## config.mk

```make
export PLATFORM = sky130hd
export DESIGN_NAME = irq_priority_ctrl_flat
export DESIGN_NICKNAME = d
export VERILOG_FILES = /design/src/rtl/irq_priority_ctrl_if.sv /design/src/rtl/irq_priority_ctrl.sv /design/src/flat_wrapper.sv
export SDC_FILE = /design/constraint.sdc
export NUM_CORES = 1
export LEC_CHECK = 0
export ABC_AREA = 0
export CAP_MARGIN = 15
export CORE_MARGIN = 2
export CORE_UTILIZATION = 30
export DETAILED_ROUTE_END_ITERATION = 6
export PLACE_DENSITY = 0.53
export SYNTH_ARGS = -nofsm -noshare
export SYNTH_HDL_FRONTEND = slang
export SYNTH_SLANG_ARGS = --single-unit
```

## constraint.sdc

```tcl
create_clock -name clk -period 5.1 [get_ports clk]
set_input_delay 1.53 -clock clk [delete_from_list [all_inputs] [get_ports clk]]
set_output_delay 1.53 -clock clk [all_outputs]
set_load 0.03 [all_outputs]
```

## src/rtl/irq_priority_ctrl_if.sv

```systemverilog
// Bus between the interrupt controller and its CPU/control-logic side:
// request pins, register writes, the INTA handshake and status readback.
interface irq_priority_ctrl_if #(
  parameter int NUM_IRQ = 8,
  parameter int VEC_W   = 8
);
  logic [NUM_IRQ-1:0] irs;
  logic               imr_we;
  logic [NUM_IRQ-1:0] imr_data;
  logic               cfg_we;
  logic [1:0]         cfg_sel;
  logic [7:0]         cfg_data;
  logic               inta;
  logic               int_out;
  logic [VEC_W-1:0]   vec_out;
  logic               vec_valid;
  logic [NUM_IRQ-1:0] irr_o;
  logic [NUM_IRQ-1:0] isr_o;
  logic [NUM_IRQ-1:0] imr_o;

  modport master (
    output irs, imr_we, imr_data, cfg_we, cfg_sel, cfg_data, inta,
    input  int_out, vec_out, vec_valid, irr_o, isr_o, imr_o
  );

  modport slave (
    input  irs, imr_we, imr_data, cfg_we, cfg_sel, cfg_data, inta,
    output int_out, vec_out, vec_valid, irr_o, isr_o, imr_o
  );
endinterface

```

## src/rtl/irq_priority_ctrl.sv

```systemverilog
// Parametrised priority interrupt controller: latches and masks requests,
// resolves nested/rotating priority and runs the two-pulse INTA handshake.
module irq_priority_ctrl #(
  parameter int NUM_IRQ = 8,
  parameter int VEC_W   = 8
) (
  input logic                clk,
  input logic                rst_n,
  irq_priority_ctrl_if.slave bus
);
  localparam int IDX_W = $clog2(NUM_IRQ);

  typedef logic [IDX_W-1:0]   idx_t;
  typedef logic [NUM_IRQ-1:0] irq_vec_t;
  typedef enum logic { IDLE, ACK1 } state_t;

  typedef enum logic [2:0] {
    OCW_ROT_CLR    = 3'b000,
    OCW_NS_EOI     = 3'b001,
    OCW_NOP        = 3'b010,
    OCW_SP_EOI     = 3'b011,
    OCW_ROT_SET    = 3'b100,
    OCW_NS_EOI_ROT = 3'b101,
    OCW_SET_PRI    = 3'b110,
    OCW_SP_EOI_ROT = 3'b111
  } ocw2_cmd_t;

  localparam logic [1:0] SEL_ICW  = 2'b00;
  localparam logic [1:0] SEL_OCW2 = 2'b01;
  localparam logic [1:0] SEL_BASE = 2'b10;

  irq_vec_t         irr, isr, imr, prev_irs;
  logic             aeoi, level_mode, rot_aeoi;
  idx_t             lowest_ptr;
  logic [VEC_W-1:0] base;
  state_t           state;
  idx_t             cur;
  logic             spur;
  logic             int_q, vec_valid_q;
  logic [VEC_W-1:0] vec_q;

  // Priority scan results
  irq_vec_t pending;
  idx_t     scan_idx;
  logic     cand_valid, top_valid;
  idx_t     cand_idx, top_idx;

  // Next-state values for the shared status registers
  irq_vec_t  irr_next, isr_next, irr_clr, isr_set, isr_clr;
  idx_t      ptr_next, ocw_level;
  logic      rot_next;
  logic      icw_we, ocw2_we, base_we;
  logic      ack_take, ack_done;
  ocw2_cmd_t ocw_cmd;

  assign pending   = irr & ~imr;
  assign icw_we    = bus.cfg_we && (bus.cfg_sel == SEL_ICW);
  assign ocw2_we   = bus.cfg_we && (bus.cfg_sel == SEL_OCW2);
  assign base_we   = bus.cfg_we && (bus.cfg_sel == SEL_BASE);
  assign ocw_cmd   = ocw2_cmd_t'(bus.cfg_data[7:5]);
  assign ocw_level = idx_t'(bus.cfg_data[IDX_W-1:0]);
  assign ack_take  = (state == IDLE) && bus.inta && cand_valid;
  assign ack_done  = (state == ACK1) && bus.inta;

  // Walk levels from highest to lowest priority. The first in-service level
  // met both names the non-specific EOI target and blocks everything below.
  // NOTE: every always_comb output gets a default first so no latch is inferred.
  always_comb begin
    cand_valid = 1'b0;
    cand_idx   = '0;
    top_valid  = 1'b0;
    top_idx    = '0;
    scan_idx   = '0;
    for (int k = 0; k < NUM_IRQ; k++) begin
      scan_idx = lowest_ptr + idx_t'(k + 1);
      if (!cand_valid && !top_valid && !isr[scan_idx] && pending[scan_idx]) begin
        cand_valid = 1'b1;
        cand_idx   = scan_idx;
      end
      if (!top_valid && isr[scan_idx]) begin
        top_valid = 1'b1;
        top_idx   = scan_idx;
      end
    end
  end

  always_comb begin
    irr_clr  = '0;
    isr_set  = '0;
    isr_clr  = '0;
    ptr_next = lowest_ptr;
    rot_next = rot_aeoi;

    if (ocw2_we) begin
      unique case (ocw_cmd)
        OCW_NS_EOI: if (top_valid) isr_clr[top_idx] = 1'b1;
        OCW_SP_EOI: if (|isr) isr_clr[ocw_level] = 1'b1;
        OCW_NS_EOI_ROT: if (top_valid) begin
          isr_clr[top_idx] = 1'b1;
          ptr_next         = top_idx;
        end
        OCW_SP_EOI_ROT: if (|isr) begin
          isr_clr[ocw_level] = 1'b1;
          ptr_next           = ocw_level;
        end
        OCW_ROT_SET: rot_next = 1'b1;
        OCW_ROT_CLR: rot_next = 1'b0;
        OCW_SET_PRI: ptr_next = ocw_level;
        OCW_NOP:     ;
      endcase
    end

    if (ack_take) begin
      isr_set[cand_idx] = 1'b1;
      irr_clr[cand_idx] = 1'b1;
    end

    if (ack_done && aeoi && !spur) begin
      isr_clr[cur] = 1'b1;
      if (rot_aeoi) ptr_next = cur;
    end

    // A set in the same cycle as an EOI on the same level wins.
    isr_next = (isr & ~isr_clr) | isr_set;
    // An edge arriving with the acknowledge clear re-latches the request.
    irr_next = level_mode ? (bus.irs & ~irr_clr)
                          : ((irr & ~irr_clr) | (bus.irs & ~prev_irs));
  end

  // NOTE: sequential state uses non-blocking assignments only, so every
  // register samples the same pre-edge values regardless of statement order.
  always_ff @(posedge clk or negedge rst_n) begin
    if (!rst_n) begin
      irr         <= '0;
      isr         <= '0;
      imr         <= '0;
      prev_irs    <= '0;
      aeoi        <= 1'b0;
      level_mode  <= 1'b0;
      rot_aeoi    <= 1'b0;
      lowest_ptr  <= idx_t'(NUM_IRQ - 1);
      base        <= '0;
      state       <= IDLE;
      cur         <= '0;
      spur        <= 1'b0;
      int_q       <= 1'b0;
      vec_q       <= '0;
      vec_valid_q <= 1'b0;
    end else begin
      irr        <= irr_next;
      isr        <= isr_next;
      lowest_ptr <= ptr_next;
      rot_aeoi   <= rot_next;
      prev_irs   <= bus.irs;
      if (bus.imr_we) imr <= bus.imr_data;
      if (icw_we) begin
        aeoi       <= bus.cfg_data[0];
        level_mode <= bus.cfg_data[1];
      end
      if (base_we) base <= VEC_W'(bus.cfg_data);

      int_q       <= (state == IDLE) && cand_valid;
      vec_valid_q <= 1'b0;

      unique case (state)
        IDLE: if (bus.inta) begin
          state <= ACK1;
          cur   <= cand_valid ? cand_idx : idx_t'(NUM_IRQ - 1);
          spur  <= !cand_valid;
        end
        ACK1: if (bus.inta) begin
          state       <= IDLE;
          vec_q       <= {base[VEC_W-1:IDX_W], cur};
          vec_valid_q <= 1'b1;
        end
      endcase
    end
  end

  // Low base bits are replaced by the level number and never read.
  logic unused_base_lo;
  assign unused_base_lo = ^base[IDX_W-1:0];

  assign bus.int_out   = int_q;
  assign bus.vec_out   = vec_q;
  assign bus.vec_valid = vec_valid_q;
  assign bus.irr_o     = irr;
  assign bus.isr_o     = isr;
  assign bus.imr_o     = imr;
endmodule

```

## src/flat_wrapper.sv

```systemverilog
// flat-port wrapper written by rule: the top's interface ports become plain ports
module irq_priority_ctrl_flat 
#(
  parameter int NUM_IRQ = 8,
  parameter int VEC_W   = 8
)
  (clk, rst_n, bus_irs, bus_imr_we, bus_imr_data, bus_cfg_we, bus_cfg_sel, bus_cfg_data, bus_inta, bus_int_out, bus_vec_out, bus_vec_valid, bus_irr_o, bus_isr_o, bus_imr_o);
  irq_priority_ctrl_if #(.NUM_IRQ(NUM_IRQ), .VEC_W(VEC_W)) bus_i ();
  input logic clk;
  input logic rst_n;
  input wire logic [$bits(bus_i.irs)-1:0] bus_irs;
  input wire logic [$bits(bus_i.imr_we)-1:0] bus_imr_we;
  input wire logic [$bits(bus_i.imr_data)-1:0] bus_imr_data;
  input wire logic [$bits(bus_i.cfg_we)-1:0] bus_cfg_we;
  input wire logic [$bits(bus_i.cfg_sel)-1:0] bus_cfg_sel;
  input wire logic [$bits(bus_i.cfg_data)-1:0] bus_cfg_data;
  input wire logic [$bits(bus_i.inta)-1:0] bus_inta;
  output wire logic [$bits(bus_i.int_out)-1:0] bus_int_out;
  output wire logic [$bits(bus_i.vec_out)-1:0] bus_vec_out;
  output wire logic [$bits(bus_i.vec_valid)-1:0] bus_vec_valid;
  output wire logic [$bits(bus_i.irr_o)-1:0] bus_irr_o;
  output wire logic [$bits(bus_i.isr_o)-1:0] bus_isr_o;
  output wire logic [$bits(bus_i.imr_o)-1:0] bus_imr_o;
  assign bus_i.irs = bus_irs;
  assign bus_i.imr_we = bus_imr_we;
  assign bus_i.imr_data = bus_imr_data;
  assign bus_i.cfg_we = bus_cfg_we;
  assign bus_i.cfg_sel = bus_cfg_sel;
  assign bus_i.cfg_data = bus_cfg_data;
  assign bus_i.inta = bus_inta;
  assign bus_int_out = bus_i.int_out;
  assign bus_vec_out = bus_i.vec_out;
  assign bus_vec_valid = bus_i.vec_valid;
  assign bus_irr_o = bus_i.irr_o;
  assign bus_isr_o = bus_i.isr_o;
  assign bus_imr_o = bus_i.imr_o;
  irq_priority_ctrl #(.NUM_IRQ(NUM_IRQ), .VEC_W(VEC_W)) u_core (.clk(clk), .rst_n(rst_n), .bus(bus_i));
endmodule
```

==> flow_summary.yaml <==
status:
  status: "finished, final reports clean"
min_path:
  hold-path-endpoint: "u_core.bus.int_out"
  holdCritPathClass: "flip-flop to flip-flop"
  hold_depth: 1
  hold_start: "u_core.state"
logic_synthesis:
  synth_fp_nets: 515
  synth-main-ff-cell: "dfrtp_1"
  yosysWarningCount: 0
  async_flop_share: 1.000
  synth.distinct_cells: 83
  synth_common_cells: "55 x dfrtp_1, 54 x nand2_1, 33 x nor2_1"
  synth_enable_flop_cells: 0
  yosysTopAreaCell: "dfrtp_1"
  synthTopCellsByArea: "dfrtp_1 29%, mux4_2 7.7%, mux2_2 7.2%"
  syn_area_um2: 4701
  synth_cells: 480
  synth-seq-area-share: 0.3096
  synth_top_area_share: 0.2928
  synth_seq_cells: 58
  synth_area_per_cell_um2: 9.793
  yosysMostFrequentCell: "dfrtp_1"
finish:
  fin_nets: 573
  antenna_cells: 0
  fin_area_um2: 5868
  area_growth_syn_to_layout_pct: 24.83
  drive_gt1_frac: 0.1860
routing:
  drt_wl_total_um: 14300
  num_vias: 4319
  drc: 0
  antenna_left: 0
  avgRoutedWirePerCell_um: 18.96
  drt-pass1-iter-count: 5
  vias_per_cell: 5.728
  drtIter0Drc: 368
floorplan:
  die_x_um: 129.2
  start_util: 0.3081
  io_pins: 65
  dieHeight_um: 129.2
  rows: 45
  core_area_um2: 15260
  die_area_um2: 16690
clock_tree:
  root_buffer: "clkbuf_16"
  htreeDepth: 3
  clock-sinks: 58
  cts-resized-gates: 0
  cts_tree: "yes"
  clk_latency_ps: 330
  cts_buffers: 9
  clkTransAtPathRegs_ps: 50
  cts_hold_buf: 0
  cts.path.max_buffers: 2
  post_cts_buffers: 0
setup_path:
  worstPathRequired_ps: 5310
  critPathMaxFanout: 13
  r2r_end: "u_core.bus.irr_o[1]"
  critPathKind: "flip-flop to flip-flop"
  rrSetupSlack_ps: 520
  cp_common_cell: "mux2i_1"
  worstSetupStartpointType: "flip-flop"
  reg2reg_from: "u_core.lowest_ptr[0]"
  crit_chain: "inv_2, ha_1, buf_4, mux2i_1, mux2i_1, o221ai_4, nand3_2, or2_1, o221a_1, nand2b_4, and4bb_1, a22oi_1, a21o_1"
  cpMaxStageDelayCell: "dfstp_2"
  critical_path_buf_inv_count: 2
  cpPeakStageDelay_ps: 550
  cp_data_arrival_time_ps: 4790
  end_kind: "flip-flop"
  cp_top_family: "simple AND/OR/NAND/NOR gates"
  reg2regPathDepth: 13
grt:
  grt_pass1_wl_um: 23210
  overflow: 0
  grt_pass1_vias: 4250
  antenna_found_initial: 0
  groute.usage.overall: 0.1755
  grt_max_degree: 43
timing:
  worstMarginPinSlew_ps: 965.9
  skew_ps: 5.670
  max_freq_ghz: 0.2185
  setup_viol: 0
  slew_headroom: 0.3561
  setup_tns_ps: 0
  fin_crit_sh: 0.8973
  hold_viol_final: 0
  rsz0062_at_grt: "no"
  finalWorstPathRequiredPeriod_ps: 4576
  maxSlewViolCount: 0
placement:
  dpl.hpwl_um: 10900
  placed_cell_area_um2: 5502
  port_buffers: 64
  gp_congestion: 0.9519
flow_run:
  maxCapViolations: 0
==> worst max-delay path by stage <==
stage	start	end	slack (ps)	cells after the start
after floorplan	u_core.lowest_ptr[0]	u_core.bus.irr_o[6]	1140	16
after global placement	u_core.lowest_ptr[0]	u_core.bus.irr_o[5]	750	12
after detailed placement	u_core.lowest_ptr[0]	u_core.bus.irr_o[4]	600	13
after CTS	u_core.lowest_ptr[0]	u_core.bus.irr_o[0]	580	13
after global routing	u_core.lowest_ptr[0]	u_core.bus.irr_o[0]	280	13
final	u_core.lowest_ptr[0]	u_core.bus.irr_o[1]	520	13
==> layout by cell type, fill, tap and decap left out, drive strengths merged, types with 4 or more instances in the layout <==
| cell type | n |
|---|---|
| mux2 | 36 |
| nor2 | 34 |
| nand2b | 13 |
| nor4 | 5 |
| clkbuf | 9 |
| ha | 4 |
| a21o | 7 |
| a22oi | 8 |
| o21ai | 21 |
| bufinv | 4 |
| clkdlybuf4s50 | 63 |
| a211oi | 7 |
| nor2b | 9 |
| mux2i | 26 |
| nand4 | 4 |
| a21oi | 18 |
| mux4 | 17 |
| buf | 9 |
| a31oi | 5 |
| nand2 | 54 |
| nor3 | 17 |
| inv | 9 |
| and2 | 4 |
| dfrtp | 55 |
| nand3 | 14 |
| o221ai | 7 |
| and4 | 5 |
| o22ai | 4 |
==> logic make-up (layout without fill, tap and decap cells) <==
kind of cell,Yosys count,after routing,synth area share
xor+xnor,6,6,0.01677
mux,79,79,0.2286
simple gates,182,182,0.2039
compound gates,116,116,0.1887
buf+inv,35,98,0.04179
fa+ha+maj,4,4,0.01065
flops,58,58,0.3096
==> worst register-to-register path: stages (launching register included) <==
cell and delay [ps]:
dfstp_2 550, inv_2 140, ha_1 550, buf_4 290
mux2i_1 330, mux2i_1 240, o221ai_4 350, nand3_2 310
or2_1 330, o221a_1 320, nand2b_4 190, and4bb_1 520
a22oi_1 150, a21o_1 180
==> stage by stage <==
step | hold WS (ps) | instances | setup slack [ps] | util
global route | 494.2 | 754 | 275.6 | 0.3846
global placement | 480.2 | 738 | 747.3 | 0.3606
CTS | 463.6 | 754 | 581.9 | 0.3846
detailed placement | 449.6 | 738 | 599.0 | 0.3606
floorplan | 428.8 | 480 | 1139 | -
finish | 459.8 | 754 | 523.9 | 0.3846
==> routing by layer <==
metal,global-route usage,part of all wire,vias to the layer above
li1,-,-,1966
met1,0.2359,0.44,2145
met2,0.2848,0.48,183
met3,0.02890,0.052,25
met4,0.06522,0.022,0
met5,0,0,-
==> state kept, by name, summed over array words and instances, names as in the netlist, 3 cells and up <==
register,flops
u_core.bus.irr_o,8
u_core.prev_irs,8
u_core.bus.isr_o,8
u_core.base,5
u_core.cur,3
u_core.bus.imr_o,8
u_core.bus.vec_out,8
u_core.lowest_ptr,3
==> final cells by class <==
type / count / area [um^2]
Tap cell: 211 / 264.0
Sequential cell: 58 / 1455
Timing Repair Buffer: 72 / 695.7
Clock buffer: 9 / 225.2
Clock inverter: 7 / 141.4
Fill cell: 1518 / 9390
Multi-Input combinational cell: 387 / 3049
Inverter: 10 / 37.54
Power is left out: the tool's default activity adds up to more than one toggle a clock period on the data nets, which glitch-free logic cannot reach.
==> RTL change 1 (same flow settings) <==
`VEC_W` is set to 8 in 3 places; all go to 12.
--- a/src/rtl/irq_priority_ctrl_if.sv
+++ b/src/rtl/irq_priority_ctrl_if.sv
@@ -3,5 +3,5 @@
 interface irq_priority_ctrl_if #(
   parameter int NUM_IRQ = 8,
-  parameter int VEC_W   = 8
+  parameter int VEC_W   = 12
 );
   logic [NUM_IRQ-1:0] irs;
--- a/src/rtl/irq_priority_ctrl.sv
+++ b/src/rtl/irq_priority_ctrl.sv
@@ -3,5 +3,5 @@
 module irq_priority_ctrl #(
   parameter int NUM_IRQ = 8,
-  parameter int VEC_W   = 8
+  parameter int VEC_W   = 12
 ) (
   input logic                clk,
--- a/src/flat_wrapper.sv
+++ b/src/flat_wrapper.sv
@@ -3,5 +3,5 @@
 #(
   parameter int NUM_IRQ = 8,
-  parameter int VEC_W   = 8
+  parameter int VEC_W   = 12
 )
   (clk, rst_n, bus_irs, bus_imr_we, bus_imr_data, bus_cfg_we, bus_cfg_sel, bus_cfg_data, bus_inta, bus_int_out, bus_vec_out, bus_vec_valid, bus_irr_o, bus_isr_o, bus_imr_o);
Interface: changed (resized bus_vec_out); port bits go from 65 to 69. No check against the original RTL was run, so the function may have changed too.
==> RTL change 1 against the unedited design <==
Wire length grew 2.1%. Synthesized cell count is 1.0% higher. Count of clock-buffer cells in the layout rose by 1. Critical path type unchanged. Setup slack improved by 130 ps. Area after synthesis is 0.72% higher. Final area decreased by 0.17%. Sequential cell count unchanged.
Power is left out: the tool's default activity adds up to more than one toggle a clock period on the data nets, which glitch-free logic cannot reach.
==> RTL change 1: results (changes against the unedited design) <==
| Metric | Value |
|---|---|
| Vias in the first global route | `4104 (was 4250)` |
| HPWL Detailed | `11.0 mm (was 10.9 mm)` |
| Seq area share | `24.8% (about the same)` |
| Outcome | `completed (unchanged)` |
| Crit path max fanout | `11 (was 13)` |
| Sequential share of the synthesized area | `30.7% (was 31.0%)` |
| Slew Limit Headroom | `45.4% (was 35.6%)` |
| Critical Path Sink | `u_core.bus.irr_o[0] (was u_core.bus.irr_o[1])` |
| DRT Wirelength | `14.6 mm (was 14.3 mm)` |
| Gpl congestion | `0.937 (was 0.952)` |
| Multi-input combinational area share | `52.3% (was 52.0%)` |
| Share of cells above drive strength 1 | `18.4% (was 18.6%)` |
| Clk_skew | `7.55 ps (was 5.67 ps)` |
| Main area contributors after synthesis | `dfrtp_1, mux4_2, mux2_2 (unchanged)` |
| R2r setup slk | `650 ps (was 520 ps)` |
| Post-Synth Adder-Cell Area | `1.06% (about the same)` |
| Clock buffer count | `10 (was 9)` |
| Buffering overhead | `12.0% (was 11.9%)` |
| Final nets | `578 (was 573)` |
| Critical-path top delay cell | `ha_1 (was dfstp_2)` |
| Hold EP | `u_core.base[4] (was u_core.bus.int_out)` |
| Mux cell area share after synthesis | `22.7% (was 22.9%)` |
| Xor and xnor area share after synthesis | `1.66% (was 1.68%)` |
| HP Start | `u_core.base[4] (was u_core.state)` |
| Comb_multi_in | `391 (was 387)` |
-- RTL change 1: cell types whose count changed after synthesis, sizes merged --
| cell | before | now |
|---|---|---|
| buf | 15 | 19 |
| conb | 0 | 1 |
-- RTL change 1: stage by stage --
step           setup slack [ps]  hold WS [ps]  utilization, %  std cells
2_1_floorplan              1140           429               -        488
3_3_place_gp                783           479            36.1        743
3_5_place_dp                679           482            36.1        743
4_1_cts                     660           497            38.3        759
5_1_grt                     404           514            38.3        759
6_report                    651           498            38.3        759
-- RTL change 1: kinds of logic after synthesis --
group,count (synthesis)
AO/OA/AOI/OAI,116
XOR/XNOR,6
adder cells (fa/ha/maj),4
buffers and inverters,39
flip-flops,58
multiplexers,79
other,1
AND/OR/NAND/NOR,182
-- RTL change 1: metal layers --
layer	wire length [um]	vias to the layer above	track usage, %
met5	0	-	0
met4	237	0	5.95
met3	859	21	2.81
met2	7020	173	28.4
met1	6480	2108	24.5
li1	-	1963	-
==> RTL change 2 (same settings) <==
Without the edit above. Make the reset (`rst_n`) synchronous in one clocked block.
--- a/src/rtl/irq_priority_ctrl.sv
+++ b/src/rtl/irq_priority_ctrl.sv
@@ -130,5 +130,5 @@
   // NOTE: sequential state uses non-blocking assignments only, so every
   // register samples the same pre-edge values regardless of statement order.
-  always_ff @(posedge clk or negedge rst_n) begin
+  always_ff @(posedge clk) begin
     if (!rst_n) begin
       irr         <= '0;
Function: differs if rst_n is asserted again (counterexample within 4 cycles, from zero or initial values and one cycle with rst_n low); with rst_n held inactive, the same outputs for 4 cycles.
==> RTL change 2 against the unedited design <==
Area after synthesis is 4.4% lower. Sequential cell count did not move. Final area is 5.7% lower. Setup slack better by 540 ps. Wire length decreased by 6.2%. Critical endpoint is now u_core.bus.irr_o[0]. Largest cell class unchanged. Highest routed layer unchanged.
==> RTL change 2: results (changes against the unedited design) <==
| Metric | Value |
|---|---|
| Most common library cells after synthesis | `nor2_1, dfxtp_1, nand2_1 (was dfrtp_1, nand2_1, nor2_1)` |
| Ys async rst share | `0% (was 100%)` |
| R2r setup slk | `1060 ps (was 520 ps)` |
| Global-route wire length before repair | `21.7 mm (was 23.2 mm)` |
| Initial antenna violation count | `0 (unchanged)` |
| Worst reg2reg path startpoint | `u_core.lowest_ptr[1] (was u_core.lowest_ptr[0])` |
| Antenna cells | `0 (unchanged)` |
| Number of buffers created by CTS | `9 (unchanged)` |
| FF-to-FF End | `u_core.bus.irr_o[0] (was u_core.bus.irr_o[1])` |
| Slew Limit Headroom | `37.5% (was 35.6%)` |
| Outcome | `completed (unchanged)` |
| Setup TNS | `0 ps (unchanged)` |
| Crit path max fanout | `36 (was 13)` |
| Sequential share of the synthesized area | `25.8% (was 31.0%)` |
| DRT Wirelength | `13.4 mm (was 14.3 mm)` |
| Share of cells above drive strength 1 | `14.3% (was 18.6%)` |
| Reg2Reg Depth | `12 (was 13)` |
| CP arrival | `4210 ps (was 4790 ps)` |
| Main area contributors after synthesis | `dfxtp_1, mux4_2, mux2i_1 (was dfrtp_1, mux4_2, mux2_2)` |
| Maximum VDD drop | `0.233 mV` |
| Final nets | `589 (was 573)` |
| Syn. warnings | `0 (unchanged)` |
| Distinct cells, synth | `97 (was 83)` |
| Hold Path Class | `flop to flop (unchanged)` |
| Vias | `4254 (was 4319)` |
| Vias in the first global route | `4026 (was 4250)` |
| Placed cell area | `5210 um2 (was 5500 um2)` |
| Synth Net Count | `536 (was 515)` |
| Critical-path top delay cell | `ha_1 (was dfstp_2)` |
| Cts repair resizes | `0 (unchanged)` |
| Largest net degree at the start of global routing | `37 (was 43)` |
| Clock latency on the worst-skew pair | `320 ps` |
| Clk_skew | `2.87 ps (was 5.67 ps)` |
| P_int | `1.36 mW` |
| H-tree depth | `3 (unchanged)` |
| Total track usage | `16.7% (was 17.5%)` |
| Iteration-0 DRC Markers | `324 (was 368)` |
| Gpl congestion | `0.929 (was 0.952)` |
| HPWL Detailed | `10.2 mm (was 10.9 mm)` |
| Port bufs | `64 (unchanged)` |
-- RTL change 2: cell count changes after synthesis, moves of 7 or more --
cell      unedited run  this run
a21oi_1             17        24
dfrtp_1             55         0
dfxtp_1              0        58
mux2_2              30         8
mux2i_1             26        38
nand2_1             54        41
nand2b_1            12        21
nor2_1              33        66
-- RTL change 2: power groups by stage --
| stage | Combinational [mW] | Sequential, mW | Clock [mW] |
|---|---|---|---|
| floorplan | 0.798 | 0.600 | 0 |
| global placement | 1.11 | 0.578 | 0 |
| detailed placement | 1.11 | 0.579 | 0 |
| CTS | 1.11 | 0.569 | 0.652 |
| global route | 1.21 | 0.577 | 0.669 |
| finish | 1.13 | 0.569 | 0.637 |
-- RTL change 2: cell type report --
| class | count | area (um2) |
|---|---|---|
| clock buffer | 9 | 225 |
| clock inverter | 7 | 93.8 |
| sequential | 58 | 1160 |
| inverter | 14 | 52.6 |
| fill | 1447 | 9060 |
| timing repair buffer | 68 | 671 |
| tap | 184 | 230 |
| multi-input combinational | 403 | 3100 |
-- RTL change 2: worst min-delay path by stage --
stage	end	slack (ps)	start	cells after the start
final	u_core.base[5]	480	u_core.base[5]	2
after global routing	u_core.aeoi	520	u_core.aeoi	2
after CTS	u_core.bus.irr_o[3]	490	u_core.prev_irs[3]	3
after detailed placement	u_core.base[5]	480	u_core.base[5]	2
after global placement	u_core.aeoi	470	u_core.aeoi	2
after floorplan	u_core.bus.int_out	440	u_core.state	1
-- RTL change 2: critical path, delay by kind of cell (launching register included) --
family | cells | cell delay, ps
compound gates | 4 | 780
mux | 2 | 710
simple gates | 3 | 710
fa+ha+maj | 1 | 540
xor+xnor | 1 | 420
buf+inv | 1 | 400
flops | 1 | 330
-- RTL change 2: cell families (layout without fill, tap and decap cells) --
group | Yosys count | after routing | share of synthesized area [%]
simple gates | 207 | 207 | 26.0
mux | 64 | 64 | 19.2
buf+inv | 40 | 98 | 5.15
flops | 58 | 58 | 25.8
compound gates | 124 | 124 | 21.1
xor+xnor | 4 | 4 | 1.53
fa+ha+maj | 4 | 4 | 1.11
-- RTL change 2: per-layer routing --
metal / track usage (%) / wire [um]
met1: 22.6 / 5960
met2: 27.0 / 6420
met3: 3.37 / 749
met4: 5.24 / 294
met5: 0 / 0
-- RTL change 2: stage by stage --
step	instances	worst slack, ps	power (mW)	hold slack (ps)	utilization [%]
after CTS	743	1110	2.33	486	37.9
after floorplan	501	1050	1.40	445	-
after detailed placement	727	1120	1.69	476	35.7
final	743	1060	2.33	483	37.9
after global routing	743	822	2.46	517	37.9
after global placement	727	1150	1.69	471	35.7
